$ cat src/rtl/lemming_tracker_pkg.sv
// Shared definitions for the lemming tracker: state encoding, default
// playfield constants and the walker-input legality helper.
package lemming_tracker_pkg;

  // Tracker state; the encoding is shared with integration-level code.
  typedef enum logic [1:0] {
    ST_WALK = 2'b00,
    ST_FALL = 2'b01,
    ST_DEAD = 2'b10
  } lt_state_t;

  // Default playfield geometry and fall threshold.
  localparam int DEF_X_MAX      = 200;
  localparam int DEF_X_INIT     = 100;
  localparam int DEF_FALL_LIMIT = 20;

  // Walker outputs are legal only when exactly one of the three is high.
  function automatic logic is_one_hot3(input logic a, input logic b, input logic c);
    logic r;
    r = (a & ~b & ~c) | (~a & b & ~c) | (~a & ~b & c);
    return r;
  endfunction

endpackage : lemming_tracker_pkg

$ cat src/rtl/lemming_tracker.sv
// Lemming tracker: follows the walker FSM's one-hot state outputs, keeps the
// horizontal position inside [0, X_MAX], times falls, decides survival or
// splat, and reports wall contact back to the walker combinationally.
module lemming_tracker
  import lemming_tracker_pkg::*;
#(
  parameter int POS_W      = 8,
  parameter int X_MAX      = DEF_X_MAX,
  parameter int X_INIT     = DEF_X_INIT,
  parameter int FALL_W     = 5,
  parameter int FALL_LIMIT = DEF_FALL_LIMIT
) (
  input  logic              clk,
  input  logic              areset,
  input  logic              walk_left,
  input  logic              walk_right,
  input  logic              aaah,
  output logic [POS_W-1:0]  pos_x,
  output logic [FALL_W-1:0] fall_cnt,
  output logic              hit_left_wall,
  output logic              hit_right_wall,
  output logic              splat,
  output logic [7:0]        safe_falls,
  output logic              err
);

  localparam logic [POS_W-1:0]  L_POS_ZERO   = {POS_W{1'b0}};
  localparam logic [POS_W-1:0]  L_POS_ONE    = {{(POS_W-1){1'b0}}, 1'b1};
  localparam logic [POS_W-1:0]  L_X_MAX      = POS_W'(X_MAX);
  localparam logic [POS_W-1:0]  L_X_INIT     = POS_W'(X_INIT);
  localparam logic [FALL_W-1:0] L_FALL_ZERO  = {FALL_W{1'b0}};
  localparam logic [FALL_W-1:0] L_FALL_ONE   = {{(FALL_W-1){1'b0}}, 1'b1};
  localparam logic [FALL_W-1:0] L_FALL_MAX   = {FALL_W{1'b1}};
  localparam logic [FALL_W-1:0] L_FALL_LIMIT = FALL_W'(FALL_LIMIT);
  localparam logic [7:0]        L_SAFE_MAX   = 8'hFF;

  lt_state_t         r_state;
  logic [POS_W-1:0]  r_pos_x;
  logic [FALL_W-1:0] r_fall_cnt;
  logic              r_splat;
  logic [7:0]        r_safe_falls;
  logic              r_err;

  lt_state_t         w_state_nxt;
  logic [POS_W-1:0]  w_pos_x_nxt;
  logic [FALL_W-1:0] w_fall_cnt_nxt;
  logic              w_splat_nxt;
  logic [7:0]        w_safe_falls_nxt;
  logic              w_err_nxt;
  logic              w_legal;

  assign w_legal = is_one_hot3(walk_left, walk_right, aaah);

  // State and tracked quantities; asynchronous reset returns to the spawn point.
  always_ff @(posedge clk or posedge areset) begin
    if (areset) begin
      r_state      <= ST_WALK;
      r_pos_x      <= L_X_INIT;
      r_fall_cnt   <= L_FALL_ZERO;
      r_splat      <= 1'b0;
      r_safe_falls <= 8'd0;
      r_err        <= 1'b0;
    end else begin
      r_state      <= w_state_nxt;
      r_pos_x      <= w_pos_x_nxt;
      r_fall_cnt   <= w_fall_cnt_nxt;
      r_splat      <= w_splat_nxt;
      r_safe_falls <= w_safe_falls_nxt;
      r_err        <= w_err_nxt;
    end
  end

  // Next-state logic; an illegal input combination is a pure hold cycle.
  always_comb begin
    w_state_nxt      = r_state;
    w_pos_x_nxt      = r_pos_x;
    w_fall_cnt_nxt   = r_fall_cnt;
    w_splat_nxt      = r_splat;
    w_safe_falls_nxt = r_safe_falls;
    w_err_nxt        = r_err | ~w_legal;
    if (!w_legal) begin
      w_state_nxt = r_state;
    end else begin
      case (r_state)
        ST_WALK: begin
          if (aaah) begin
            w_state_nxt    = ST_FALL;
            w_fall_cnt_nxt = L_FALL_ONE;
          end else if (walk_left) begin
            if (r_pos_x != L_POS_ZERO) begin
              w_pos_x_nxt = r_pos_x - L_POS_ONE;
            end else begin
              w_pos_x_nxt = r_pos_x;
            end
          end else begin
            if (r_pos_x < L_X_MAX) begin
              w_pos_x_nxt = r_pos_x + L_POS_ONE;
            end else begin
              w_pos_x_nxt = r_pos_x;
            end
          end
        end
        ST_FALL: begin
          if (aaah) begin
            if (r_fall_cnt != L_FALL_MAX) begin
              w_fall_cnt_nxt = r_fall_cnt + L_FALL_ONE;
            end else begin
              w_fall_cnt_nxt = r_fall_cnt;
            end
          end else if (r_fall_cnt > L_FALL_LIMIT) begin
            // Fatal landing: fall_cnt is kept as the record of the fall.
            w_state_nxt = ST_DEAD;
            w_splat_nxt = 1'b1;
          end else begin
            w_state_nxt    = ST_WALK;
            w_fall_cnt_nxt = L_FALL_ZERO;
            if (r_safe_falls != L_SAFE_MAX) begin
              w_safe_falls_nxt = r_safe_falls + 8'd1;
            end else begin
              w_safe_falls_nxt = r_safe_falls;
            end
          end
        end
        ST_DEAD: begin
          w_state_nxt = ST_DEAD;
        end
        default: begin
          // Unreachable encoding: park in DEAD so the fault is visible.
          w_state_nxt = ST_DEAD;
        end
      endcase
    end
  end

  // Wall contact is same-cycle so the walker turns on its next edge.
  always_comb begin
    hit_left_wall  = (r_state == ST_WALK) & walk_left  & (r_pos_x == L_POS_ZERO);
    hit_right_wall = (r_state == ST_WALK) & walk_right & (r_pos_x == L_X_MAX);
  end

  assign pos_x      = r_pos_x;
  assign fall_cnt   = r_fall_cnt;
  assign splat      = r_splat;
  assign safe_falls = r_safe_falls;
  assign err        = r_err;

endmodule : lemming_tracker

$ cat config.mk
export PLATFORM = sky130hd
export DESIGN_NAME = lemming_tracker
export DESIGN_NICKNAME = d
export VERILOG_FILES = /design/src/rtl/lemming_tracker_pkg.sv /design/src/rtl/lemming_tracker.sv
export SDC_FILE = /design/constraint.sdc
export NUM_CORES = 1
export LEC_CHECK = 0
export BUFFER_PORTS_ARGS = -buffer_cell sky130_fd_sc_hd__buf_2
export CAP_MARGIN = 10
export CORE_UTILIZATION = 55
export DETAILED_ROUTE_END_ITERATION = 16
export GPL_TIMING_DRIVEN = 0
export PLACE_DENSITY = 0.79
export SLEW_MARGIN = 20
export SYNTH_ARGS = -nofsm -noshare
export SYNTH_HDL_FRONTEND = slang
export SYNTH_SLANG_ARGS = --single-unit
$ cat constraint.sdc
create_clock -name clk -period 2.95 [get_ports clk]
set_clock_uncertainty 0.1 [all_clocks]
set_input_delay 0.295 -clock clk [delete_from_list [all_inputs] [get_ports clk]]
set_output_delay 0.295 -clock clk [all_outputs]
set_load 0.02 [all_outputs]
==> metrics.csv, run 1 <==
metric,value,unit
p_leak,0.887,nW
dr_total_vias,1309,
rsz0062_at_grt,false,
drc,0,
pwr-share-comb,48.6,%
finalHoldViolCount,0,
boundary_pin_count,30,
worstSetupEndpointType,output pin,
highest_attainable_clock_frequency,426,MHz
global_route.usage.total,21.7,%
grt_pass1_vias,1206,
global_route.overflow_total,0,
p_int,0.000804,W
synth_seq_area_share,39.8,%
yosysMostFrequentCell,sky130_fd_sc_hd__dfrtp_1,
post_route_cells_drive_above_1_share,27.1,%
dr.first_iter.drc_count,30,
wire_length_of_the_first_global_routing_pass,5.37,mm
final-instance-count-excl-fill,219,
max-cap-violations,0,
insertedDiodeCount,0,
run_status,"complete, no violations",
post_cts.resized_instances,0,
timing.critical_path.from_type,flop,
die_area,3090,um^2
floorplan.rows,19,
synthDistinctLibCells,45,
synthTopCellsByCount,"sky130_fd_sc_hd__dfrtp_1 (22), sky130_fd_sc_hd__ha_1 (10), sky130_fd_sc_hd__nor2_1 (10), sky130_fd_sc_hd__xor2_1 (10), sky130_fd_sc_hd__inv_1 (9)",
final_core_utilization,65.4,%
r2r.worst_path.cells,7,
design_power_total,0.00142,W
die_width,55.6,um
synth_area_per_cell,10.1,um^2
clock_sinks,25,
number_of_register_bits_inferred_by_synthesis,25,
flow.area_growth_from_synthesis,13.2,%
placement.io_buffers,28,
final_nets,205,
tightestPinTransition,958,ps
wire_per_inst,14.1,um
cts_made_buffers,3,
maximum_number_of_pins_on_one_net_before_global_route_repair,26,
worst_ep_arrival_time,1950,ps
core_region_area,2730,um^2
share_seq_of_total_power,39.9,%
placed_cells,215,
timing_max_transition_violations_final,0,
cts_tree,yes,
clock_tree.buffer_depth,2,
power.net_switching,0.000611,W
power_density,791,nW/um^2
detail_route.first_pass.iterations,4,
min_path_type,in -> async,
antenna_found_initial,0,
period_minus_slack,2340,ps
chipHeight,55.6,um
dp_hpwl,2.32,mm
clk_transition_reported_paths,150,ps
ys_top_cells_by_area,"sky130_fd_sc_hd__dfrtp_1 (35%), sky130_fd_sc_hd__ha_1 (7.9%), sky130_fd_sc_hd__xor2_1 (5.5%), sky130_fd_sc_hd__dfstp_2 (5.0%), sky130_fd_sc_hd__mux2_4 (3.8%)",
predominant_post_synthesis_flop_cell,sky130_fd_sc_hd__dfrtp_1,
routed_via_density,5.98,
postSynthCellCount,156,
worst_r2r_startpoint,fall_cnt[0]$_DFFE_PP0P_,
holdBufCountCts,0,
cts_root_buf,sky130_fd_sc_hd__clkbuf_4,
vdd_ir_drop_max,0.000703,V
cts_setup_buffers,0,
syn_area,1580,um^2
worstSetupPathType,reg -> out,
synth_largest_type_area_fraction,34.8,%
synth.yosys.warnings,0,
finalSetupViolCount,0,
finalHoldWorstSlack,52.9,ps
regToRegEndpoint,fall_cnt[2]$_DFFE_PP0P_,
clk_latency,330,ps
clkPwrFrac,11.5,%
synth-edff-count,0,
ant_nets,0,
initial_core_utilization,57.8,%
timing.critical_path.fanout_max,5,
fin_tns_setup,0,ps
routability_congestion_estimate,0.793,
max-slew-margin-rel,36.1,%
postSynth.asyncResetShare,100,%
ctsHtreeMaxLevel,1,
postRouteWirelength,3.09,mm
switching_share,43.2,%
setup.reg_to_reg.worst_slack,700,ps
synth_fp_nets,172,
yosys.area.top_type,sky130_fd_sc_hd__dfrtp_1,
critical_path_required,2560,ps
final.period_utilization,79.5,%
logic make-up after synthesis:
family / share of synthesized area [%]
DFF: 39.8
xor gates and xnor gates: 7.76
AOI/OAI and AO/OA: 14.6
and+or+nand+nor: 20.4
adders and majority gates: 9.18
muxes: 4.51
buffers and inverters: 3.64
area by class of cell:
| cell class | instances | area (um^2) |
|---|---|---|
| multi-input combinational | 119 | 893 |
| fill | 211 | 945 |
| timing repair buffer | 28 | 140 |
| clock inverter | 1 | 7.51 |
| sequential | 25 | 629 |
| tap | 31 | 38.8 |
| inverter | 9 | 33.8 |
| buffer | 3 | 23.8 |
| clock buffer | 3 | 22.5 |
placed cells by master, fill, tap and decap left out, types with 2 or more instances in the layout:
master / instances
sky130_fd_sc_hd__mux2_4: 4
sky130_fd_sc_hd__nand2b_1: 3
sky130_fd_sc_hd__nand2_1: 7
sky130_fd_sc_hd__o31ai_1: 4
sky130_fd_sc_hd__or2_2: 3
sky130_fd_sc_hd__nand4_1: 3
sky130_fd_sc_hd__nor2b_1: 4
sky130_fd_sc_hd__a21oi_1: 6
sky130_fd_sc_hd__o21ai_0: 8
sky130_fd_sc_hd__nor3_1: 3
sky130_fd_sc_hd__xnor2_1: 4
sky130_fd_sc_hd__o21a_1: 2
sky130_fd_sc_hd__nor4_1: 4
sky130_fd_sc_hd__nand3_1: 6
sky130_fd_sc_hd__buf_2: 29
sky130_fd_sc_hd__dfstp_2: 3
sky130_fd_sc_hd__dfrtp_1: 22
sky130_fd_sc_hd__a31oi_1: 2
sky130_fd_sc_hd__nor2_1: 10
sky130_fd_sc_hd__o211ai_1: 2
sky130_fd_sc_hd__a21o_1: 4
sky130_fd_sc_hd__xor2_1: 10
sky130_fd_sc_hd__ha_1: 10
sky130_fd_sc_hd__inv_1: 9
sky130_fd_sc_hd__clkbuf_4: 3
sky130_fd_sc_hd__or4b_1: 2
power groups by stage:
| stage | Sequential [W] | Clock (W) | Combinational [W] |
|---|---|---|---|
| final | 0.000565 | 0.000163 | 0.000687 |
| after global routing | 0.000583 | 0.000180 | 0.000761 |
| after CTS | 0.000562 | 0.000165 | 0.000689 |
| after detailed placement | 0.000568 | 0 | 0.000686 |
| after global placement | 0.000564 | 0 | 0.000661 |
| after floorplan | 0.000651 | 0 | 0.000423 |
worst max-delay path by stage:
stage                                       start                      end  slack (ps)  depth (start not counted)
after floorplan              pos_x[4]$_DFFE_PP0P_            hit_left_wall         760                          2
after global placement                  walk_left     pos_x[6]$_DFFE_PP1P_         780                          9
after detailed placement  fall_cnt[0]$_DFFE_PP0P_  fall_cnt[2]$_DFFE_PP0P_         720                          7
after CTS                    pos_x[4]$_DFFE_PP0P_            hit_left_wall         620                          3
after global routing      fall_cnt[0]$_DFFE_PP0P_  fall_cnt[2]$_DFFE_PP0P_         520                          7
final                        pos_x[4]$_DFFE_PP0P_            hit_left_wall         610                          3
layer usage:
metal,up-vias,wire length [um],track usage (%)
li1,632,-,-
met1,642,1460,28.2
met2,33,1540,37.5
met3,2,82,3.26
met4,0,11,6.79
met5,-,0,0
metrics by stage:
step                worst slack, ps  area, um^2
CTS                             621        1790
floorplan                       757        1580
detailed placement              721        1760
global placement                778        1760
finish                          605        1790
global route                    517        1790
flip-flops by register name, summed over array words and instances, names as in the netlist:
name	flops
pos_x	8
safe_falls	8
fall_cnt	5
r_state	2
err	1
splat	1
worst max-delay path: stages (launching register included):
cell	delay (ps)
sky130_fd_sc_hd__dfrtp_1	470
sky130_fd_sc_hd__or4_1	600
sky130_fd_sc_hd__nor4_1	330
sky130_fd_sc_hd__buf_2	220
Power figures use the tool's default switching activity.
==> inputs of run 2 (changes only) <==
--- a/config.mk
+++ b/config.mk
@@ -7,10 +7,10 @@
 export LEC_CHECK = 0
 export BUFFER_PORTS_ARGS = -buffer_cell sky130_fd_sc_hd__buf_2
 export CAP_MARGIN = 10
-export CORE_UTILIZATION = 55
+export CORE_UTILIZATION = 49
 export DETAILED_ROUTE_END_ITERATION = 16
 export GPL_TIMING_DRIVEN = 0
-export PLACE_DENSITY = 0.79
+export PLACE_DENSITY = 0.75
 export SLEW_MARGIN = 20
 export SYNTH_ARGS = -nofsm -noshare
 export SYNTH_HDL_FRONTEND = slang
==> constraint.sdc (replaced) <==
create_clock -name clk -period 2.1 [get_ports clk]
set_clock_uncertainty 0.1 [all_clocks]
set_input_delay 0.21 -clock clk [delete_from_list [all_inputs] [get_ports clk]]
set_output_delay 0.21 -clock clk [all_outputs]
set_load 0.02 [all_outputs]
==> run 2 against run 1 <==
The run now ends with negative hold slack left. Sequential cell count stayed put. Non-clock buffer count rose by 6. Critical path depth is 3 higher. Utilization shrank 2.9 points. Count of clock-buffer cells in the layout is 1 higher. Sequential power up 37%. Critical path type is now reg -> reg. Largest power group unchanged. Highest routed layer unchanged.
==> metrics.csv, run 2 (synthesis results as in run 1) <==
metric,value,unit,change
worst_ep_arrival_time,2260,ps,was 1950 ps
worstSetupStartpoint,pos_x[2]$_DFFE_PP1P_,,was pos_x[4]$_DFFE_PP0P_
timing.critical_path.depth,6,,was 3
global_route.overflow_total,0,,unchanged
finalSetupViolCount,0,,unchanged
timing.critical_path.from_type,flop,,unchanged
worstSetupEndpointType,flop,,was output pin
min_path_type,in -> async,,unchanged
placement.setup.worst_slack,-78.2,ps,was 721 ps
final_nets,211,,was 205
period_minus_slack,2090,ps,
number_of_fill_cells,276,,was 211
switching_share,42.3,%,was 43.2%
ctsHtreeMaxLevel,1,,unchanged
wire_length_of_the_first_global_routing_pass,5.54,mm,was 5.37 mm
global_route.usage.total,20.9,%,was 21.7%
final.period_utilization,99.4,%,
cts_root_buf,sky130_fd_sc_hd__clkbuf_4,,unchanged
ant_nets,0,,unchanged
share_seq_of_total_power,36.6,%,was 39.9%
p_leak,0.926,nW,was 0.887 nW
clock_sinks,25,,unchanged
maximum_number_of_pins_on_one_net_before_global_route_repair,26,,unchanged
floorplan.rows,20,,was 19
dp_hpwl,2.44,mm,was 2.32 mm
finalHoldViolCount,22,,was 0
routability_congestion_estimate,0.814,,was 0.793
postRouteWirelength,3.31,mm,was 3.09 mm
worst_r2r_startpoint,pos_x[2]$_DFFE_PP1P_,,was fall_cnt[0]$_DFFE_PP0P_
highest_attainable_clock_frequency,479,MHz,
dr.first_iter.drc_count,41,,was 30
pwr-share-comb,53.0,%,was 48.6%
failing_checks,negative hold slack,,
p_int,0.00122,W,was 0.000804 W
critical_path.n_buffers_inverters,0,,was 1
clkPwrFrac,10.3,%,was 11.5%
layout_common_cells,"sky130_fd_sc_hd__buf_2 (28), sky130_fd_sc_hd__dfrtp_1 (20), sky130_fd_sc_hd__xor2_1 (10), sky130_fd_sc_hd__nor2_1 (10)",,"was sky130_fd_sc_hd__buf_2 (29), sky130_fd_sc_hd__dfrtp_1 (22), sky130_fd_sc_hd__xor2_1 (10), sky130_fd_sc_hd__nor2_1 (10), sky130_fd_sc_hd__ha_1 (10)"
drc,0,,unchanged
rsz0062_at_grt,true,,was false
chipHeight,58.8,um,was 55.6 um
detail_route.first_pass.iterations,4,,unchanged
run_status,"finished, violations left",,"was complete, no violations"
flow.area_growth_from_synthesis,20.7,%,was 13.2%
layout.cells.most_common,sky130_fd_sc_hd__buf_2,,unchanged
timing.critical_path.cells,"ha_4, nor2b_1, o31a_1, o21a_1, or4b_1, nand3_1",,"was or4_1, nor4_1, buf_2"
cts_made_buffers,3,,unchanged
slowest_stage,sky130_fd_sc_hd__dfstp_2,,was sky130_fd_sc_hd__or4_1
cp-endpoint,pos_x[6]$_DFFE_PP1P_,,was hit_left_wall
finalHoldWorstSlack,-23.0,ps,was 52.9 ps
slowest_cell_delay_on_critical_path,580,ps,was 600 ps
design_power_total,0.00212,W,was 0.00142 W
post_route_cells_drive_above_1_share,34.0,%,was 27.1%
dr_total_vias,1314,,"was 1,309"
clk_latency,320,ps,was 330 ps
boundary_pin_count,30,,unchanged
clk_transition_reported_paths,140,ps,was 150 ps
r2r.worst_path.cells,6,,was 7
routed_via_density,5.52,,was 5.98
setup_slack,13.1,ps,was 605 ps
antenna_found_initial,0,,unchanged
tightestPinTransition,949,ps,was 958 ps
die_area,3460,um^2,was 3090 um^2
clock_tree.buffer_depth,2,,unchanged
timing_max_transition_violations_final,0,,unchanged
max-cap-violations,0,,unchanged
holdBufCountCts,0,,unchanged
max-slew-margin-rel,36.7,%,was 36.1%
placement.io_buffers,28,,unchanged
die_width,58.8,um,was 55.6 um
cts_tree,yes,,unchanged
critical_path.top_delay_family,simple AND/OR/NAND/NOR gates,,unchanged
timing.critical_path.fanout_max,4,,was 5
regToRegEndpoint,pos_x[6]$_DFFE_PP1P_,,was fall_cnt[2]$_DFFE_PP0P_
core_region_area,3050,um^2,was 2730 um^2
wire_per_inst,13.9,um,was 14.1 um
setup.reg_to_reg.worst_slack,10,ps,was 700 ps
power.net_switching,0.000897,W,was 0.000611 W
grt_pass1_vias,1284,,"was 1,206"
power_density,1110,nW/um^2,was 791 nW/um^2
vdd_ir_drop_max,0.000753,V,was 0.000703 V
initial_core_utilization,51.8,%,was 57.8%
critical_path_required,2270,ps,was 2560 ps
insertedDiodeCount,0,,unchanged
worstSetupPathType,reg -> reg,,was reg -> out
-- run 2: what timing repair did --
item | 4_1_cts | 5_1_grt
hold endpoints to repair | 0 | 0
resized for setup | 4 | 9
endpoints found under the setup margin | 6 | 8
buffers inserted | 5 | 1
pin swaps | 1 | 0
-- run 2: layer usage --
metal	global-route usage (%)	part of all wire, %
met1	25.5	47
met2	37.5	49
met3	3.52	3.6
met4	6.46	1.0
met5	0	0
-- run 2: per-stage QoR --
| step | hold slack [ps] | cell area (um^2) | std cells | TNS (ps) | utilization (%) |
|---|---|---|---|---|---|
| after detailed placement | 340 | 1790 | 228 | -125 | 58.6 |
| after floorplan | 135 | 1590 | 156 | -21.7 | - |
| final | -23.0 | 1910 | 238 | 0 | 62.5 |
| after CTS | 20.8 | 1870 | 237 | 0 | 61.2 |
| after global routing | 50.2 | 1910 | 238 | -116 | 62.5 |
| after global placement | 336 | 1790 | 228 | -0.418 | 58.6 |
-- run 2: cell type report --
type	instances	area [um^2]	area share, %
Timing Repair Buffer	34	188	9.84
Multi-Input combinational cell	119	950	49.8
Buffer	3	23.8	1.25
Sequential cell	25	632	33.1
Clock buffer	4	26.3	1.38
Tap cell	44	55.1	2.89
Inverter	9	33.8	1.77
-- run 2: worst min path at each step --
stage / from / to / depth (start not counted)
3_3_place_gp: splat$_DFFE_PP0P_ / splat$_DFFE_PP0P_ / 1
2_1_floorplan: areset / err$_DFF_PP0_ / 1
4_1_cts: areset / pos_x[7]$_DFFE_PP0P_ / 2
3_5_place_dp: splat$_DFFE_PP0P_ / splat$_DFFE_PP0P_ / 1
6_report: areset / pos_x[7]$_DFFE_PP0P_ / 2
5_1_grt: areset / pos_x[7]$_DFFE_PP0P_ / 2
-- run 2: power by group through the flow --
stage	logic [W]	registers, W	clock network, W
floorplan	0.000606	0.000919	0
global placement	0.000945	0.000800	0
detailed placement	0.000987	0.000807	0
CTS	0.00110	0.000777	0.000224
global route	0.00123	0.000793	0.000246
finish	0.00112	0.000776	0.000219
==> inputs of run 3 (changes only) <==
--- a/config.mk
+++ b/config.mk
@@ -5,11 +5,13 @@
 export SDC_FILE = /design/constraint.sdc
 export NUM_CORES = 1
 export LEC_CHECK = 0
+export ABC_CLOCK_PERIOD_IN_PS = 2100
 export BUFFER_PORTS_ARGS = -buffer_cell sky130_fd_sc_hd__buf_2
 export CAP_MARGIN = 10
 export CORE_UTILIZATION = 49
 export DETAILED_ROUTE_END_ITERATION = 16
 export GPL_TIMING_DRIVEN = 0
+export MAX_ROUTING_LAYER = met4
 export PLACE_DENSITY = 0.75
 export SLEW_MARGIN = 20
 export SYNTH_ARGS = -nofsm -noshare
==> run 3 against run 2 <==
The run still ends with negative hold slack left. Global-route usage is 0.63 points higher. Critical path depth stayed put. Via count is 0.15% lower. Critical endpoint unchanged. Largest cell class unchanged. Utilization stayed put. First-iteration DRC count is 9.8% lower. Clock power hardly changed. Total power is 0.23% lower. Sequential cell count stayed put.
==> metrics.csv, run 3 (synthesis results as in run 1) <==
metric,value,unit,change
max-slew-margin-rel,36.7,%,about the same
setup.reg_to_reg.worst_slack,10,ps,about the same
regToRegEndpoint,pos_x[6]$_DFFE_PP1P_,,unchanged
finalHoldViolCount,22,,unchanged
detail_route.first_pass.iterations,4,,unchanged
slowest_stage,sky130_fd_sc_hd__dfstp_2,,unchanged
failing_checks,negative hold slack,,unchanged
finalHoldWorstSlack,-16.0,ps,was -23.0 ps
p_leak,0.926,nW,unchanged
timing.critical_path.from_type,flop,,unchanged
insertedDiodeCount,0,,unchanged
die_area,3460,um^2,unchanged
clock_sinks,25,,unchanged
wire_per_inst,13.8,um,was 13.9 um
setup_slack,14.3,ps,was 13.1 ps
postRouteWirelength,3.28,mm,was 3.31 mm
ctsHtreeMaxLevel,1,,unchanged
timing.critical_path.cells,"ha_4, nor2b_1, o31a_1, o21a_1, or4b_1, nand3_1",,unchanged
placement.setup.worst_slack,-78.2,ps,unchanged
finalSetupViolCount,0,,unchanged
slowest_cell_delay_on_critical_path,580,ps,about the same
clock_tree.buffer_depth,2,,unchanged
max-cap-violations,0,,unchanged
layout.cells.most_common,sky130_fd_sc_hd__buf_2,,unchanged
drc,0,,unchanged
global_route.usage.total,21.5,%,was 20.9%
worst_ep_arrival_time,2250,ps,was 2260 ps
clk_latency,310,ps,was 320 ps
seq_area,632,um^2,unchanged
dr_total_vias,1312,,"was 1,314"
placement.io_buffers,28,,unchanged
period_minus_slack,2090,ps,about the same
grt_pass1_vias,1286,,"was 1,284"
critical_path.n_buffers_inverters,0,,unchanged
clk_transition_reported_paths,140,ps,about the same
critical_path.top_delay_family,simple AND/OR/NAND/NOR gates,,unchanged
final-instance-count-excl-fill,238,,unchanged
initial_core_utilization,51.8,%,unchanged
tightestPinTransition,948,ps,was 949 ps
worst_r2r_startpoint,pos_x[2]$_DFFE_PP1P_,,unchanged
floorplan.rows,20,,unchanged
number_of_fill_cells,276,,unchanged
cts_root_buf,sky130_fd_sc_hd__clkbuf_4,,unchanged
dr.first_iter.drc_count,37,,was 41
multi_input_area,950,um^2,unchanged
timing.critical_path.fanout_max,4,,unchanged
fin_tns_setup,0,ps,unchanged
flow.area_growth_from_synthesis,20.7,%,unchanged
critical_path_required,2260,ps,was 2270 ps
power_density,1110,nW/um^2,about the same
final_design_area_no_fill,1910,um^2,unchanged
antenna_found_initial,0,,unchanged
worstSetupPathType,reg -> reg,,unchanged
min_path_type,in -> async,,unchanged
cts_tree,yes,,unchanged
run_status,"finished, violations left",,unchanged
timing_max_transition_violations_final,0,,unchanged
wire_length_of_the_first_global_routing_pass,5.54,mm,unchanged
holdBufCountCts,0,,unchanged
die_width,58.8,um,unchanged
final_nets,211,,unchanged
core_region_area,3050,um^2,unchanged
routability_congestion_estimate,0.826,,was 0.814
post_route_cells_drive_above_1_share,34.0,%,unchanged
postPlaceCellArea,1790,um^2,unchanged
cts_made_buffers,3,,unchanged
r2r.worst_path.cells,6,,unchanged
highest_attainable_clock_frequency,479,MHz,about the same
dp_hpwl,2.44,mm,unchanged
final.period_utilization,99.3,%,was 99.4%
worstSetupEndpointType,flop,,unchanged
ant_nets,0,,unchanged
maximum_number_of_pins_on_one_net_before_global_route_repair,26,,unchanged
global_route.overflow_total,0,,unchanged
boundary_pin_count,30,,unchanged
vdd_ir_drop_max,0.000748,V,was 0.000753 V
routed_via_density,5.51,,was 5.52
chipHeight,58.8,um,unchanged
layout_common_cells,"sky130_fd_sc_hd__buf_2 (28), sky130_fd_sc_hd__dfrtp_1 (20), sky130_fd_sc_hd__xor2_1 (10), sky130_fd_sc_hd__nor2_1 (10)",,unchanged
rsz0062_at_grt,true,,unchanged
placed_cells,228,,unchanged
## run 3: cell counts in the layout (fill, tap and decap cells not counted)
Identical to the previous run, type by type.
## run 3: area by class of cell
cell class,count,share of cell area (%)
Tap cell,44,2.89
Buffer,3,1.25
Timing Repair Buffer,34,9.84
Multi-Input combinational cell,119,49.8
Sequential cell,25,33.1
Inverter,9,1.77
Clock buffer,4,1.38
## run 3: what timing repair did
item | CTS | global route
gates resized for setup | 4 | 9
pin swaps | 1 | 0
buffers inserted | 5 | 1
setup endpoints to repair | 6 | 8
## run 3: where the power goes
| part | total (W) | switching [W] | internal [W] |
|---|---|---|---|
| logic | 0.00112 | 0.000599 | 0.000524 |
| registers | 0.000777 | 0.000152 | 0.000624 |
| clock network | 0.000216 | 0.000142 | 0.0000742 |
## run 3: metal layers
layer | routed length (um) | part of all wire [%] | vias to the layer above | GRT usage [%]
met1 | 1520 | 46 | 637 | 25.8
met2 | 1620 | 49 | 28 | 37.5
met4 | 20 | 0.61 | 0 | 6.46
met3 | 115 | 3.5 | 2 | 3.08
met5 | 0 | 0 | - | -
li1 | - | - | 645 | -
## run 3: how the worst max path moves through the flow
stage                              start                    to  slack (ps)  cells past startpoint
floorplan           pos_x[4]$_DFFE_PP0P_         hit_left_wall          -8                      2
global placement               walk_left  pos_x[6]$_DFFE_PP1P_        -0.4                      9
detailed placement             walk_left  pos_x[6]$_DFFE_PP1P_         -80                      9
CTS                 pos_x[2]$_DFFE_PP1P_  pos_x[6]$_DFFE_PP1P_           2                      6
global route        pos_x[2]$_DFFE_PP1P_  pos_x[6]$_DFFE_PP1P_         -70                      6
finish              pos_x[2]$_DFFE_PP1P_  pos_x[6]$_DFFE_PP1P_          10                      6
## run 3: stage by stage
stage	total power [W]	util (%)
global route	0.00227	62.5
finish	0.00211	62.5
floorplan	0.00152	-
global placement	0.00175	58.6
CTS	0.00210	61.2
detailed placement	0.00179	58.6
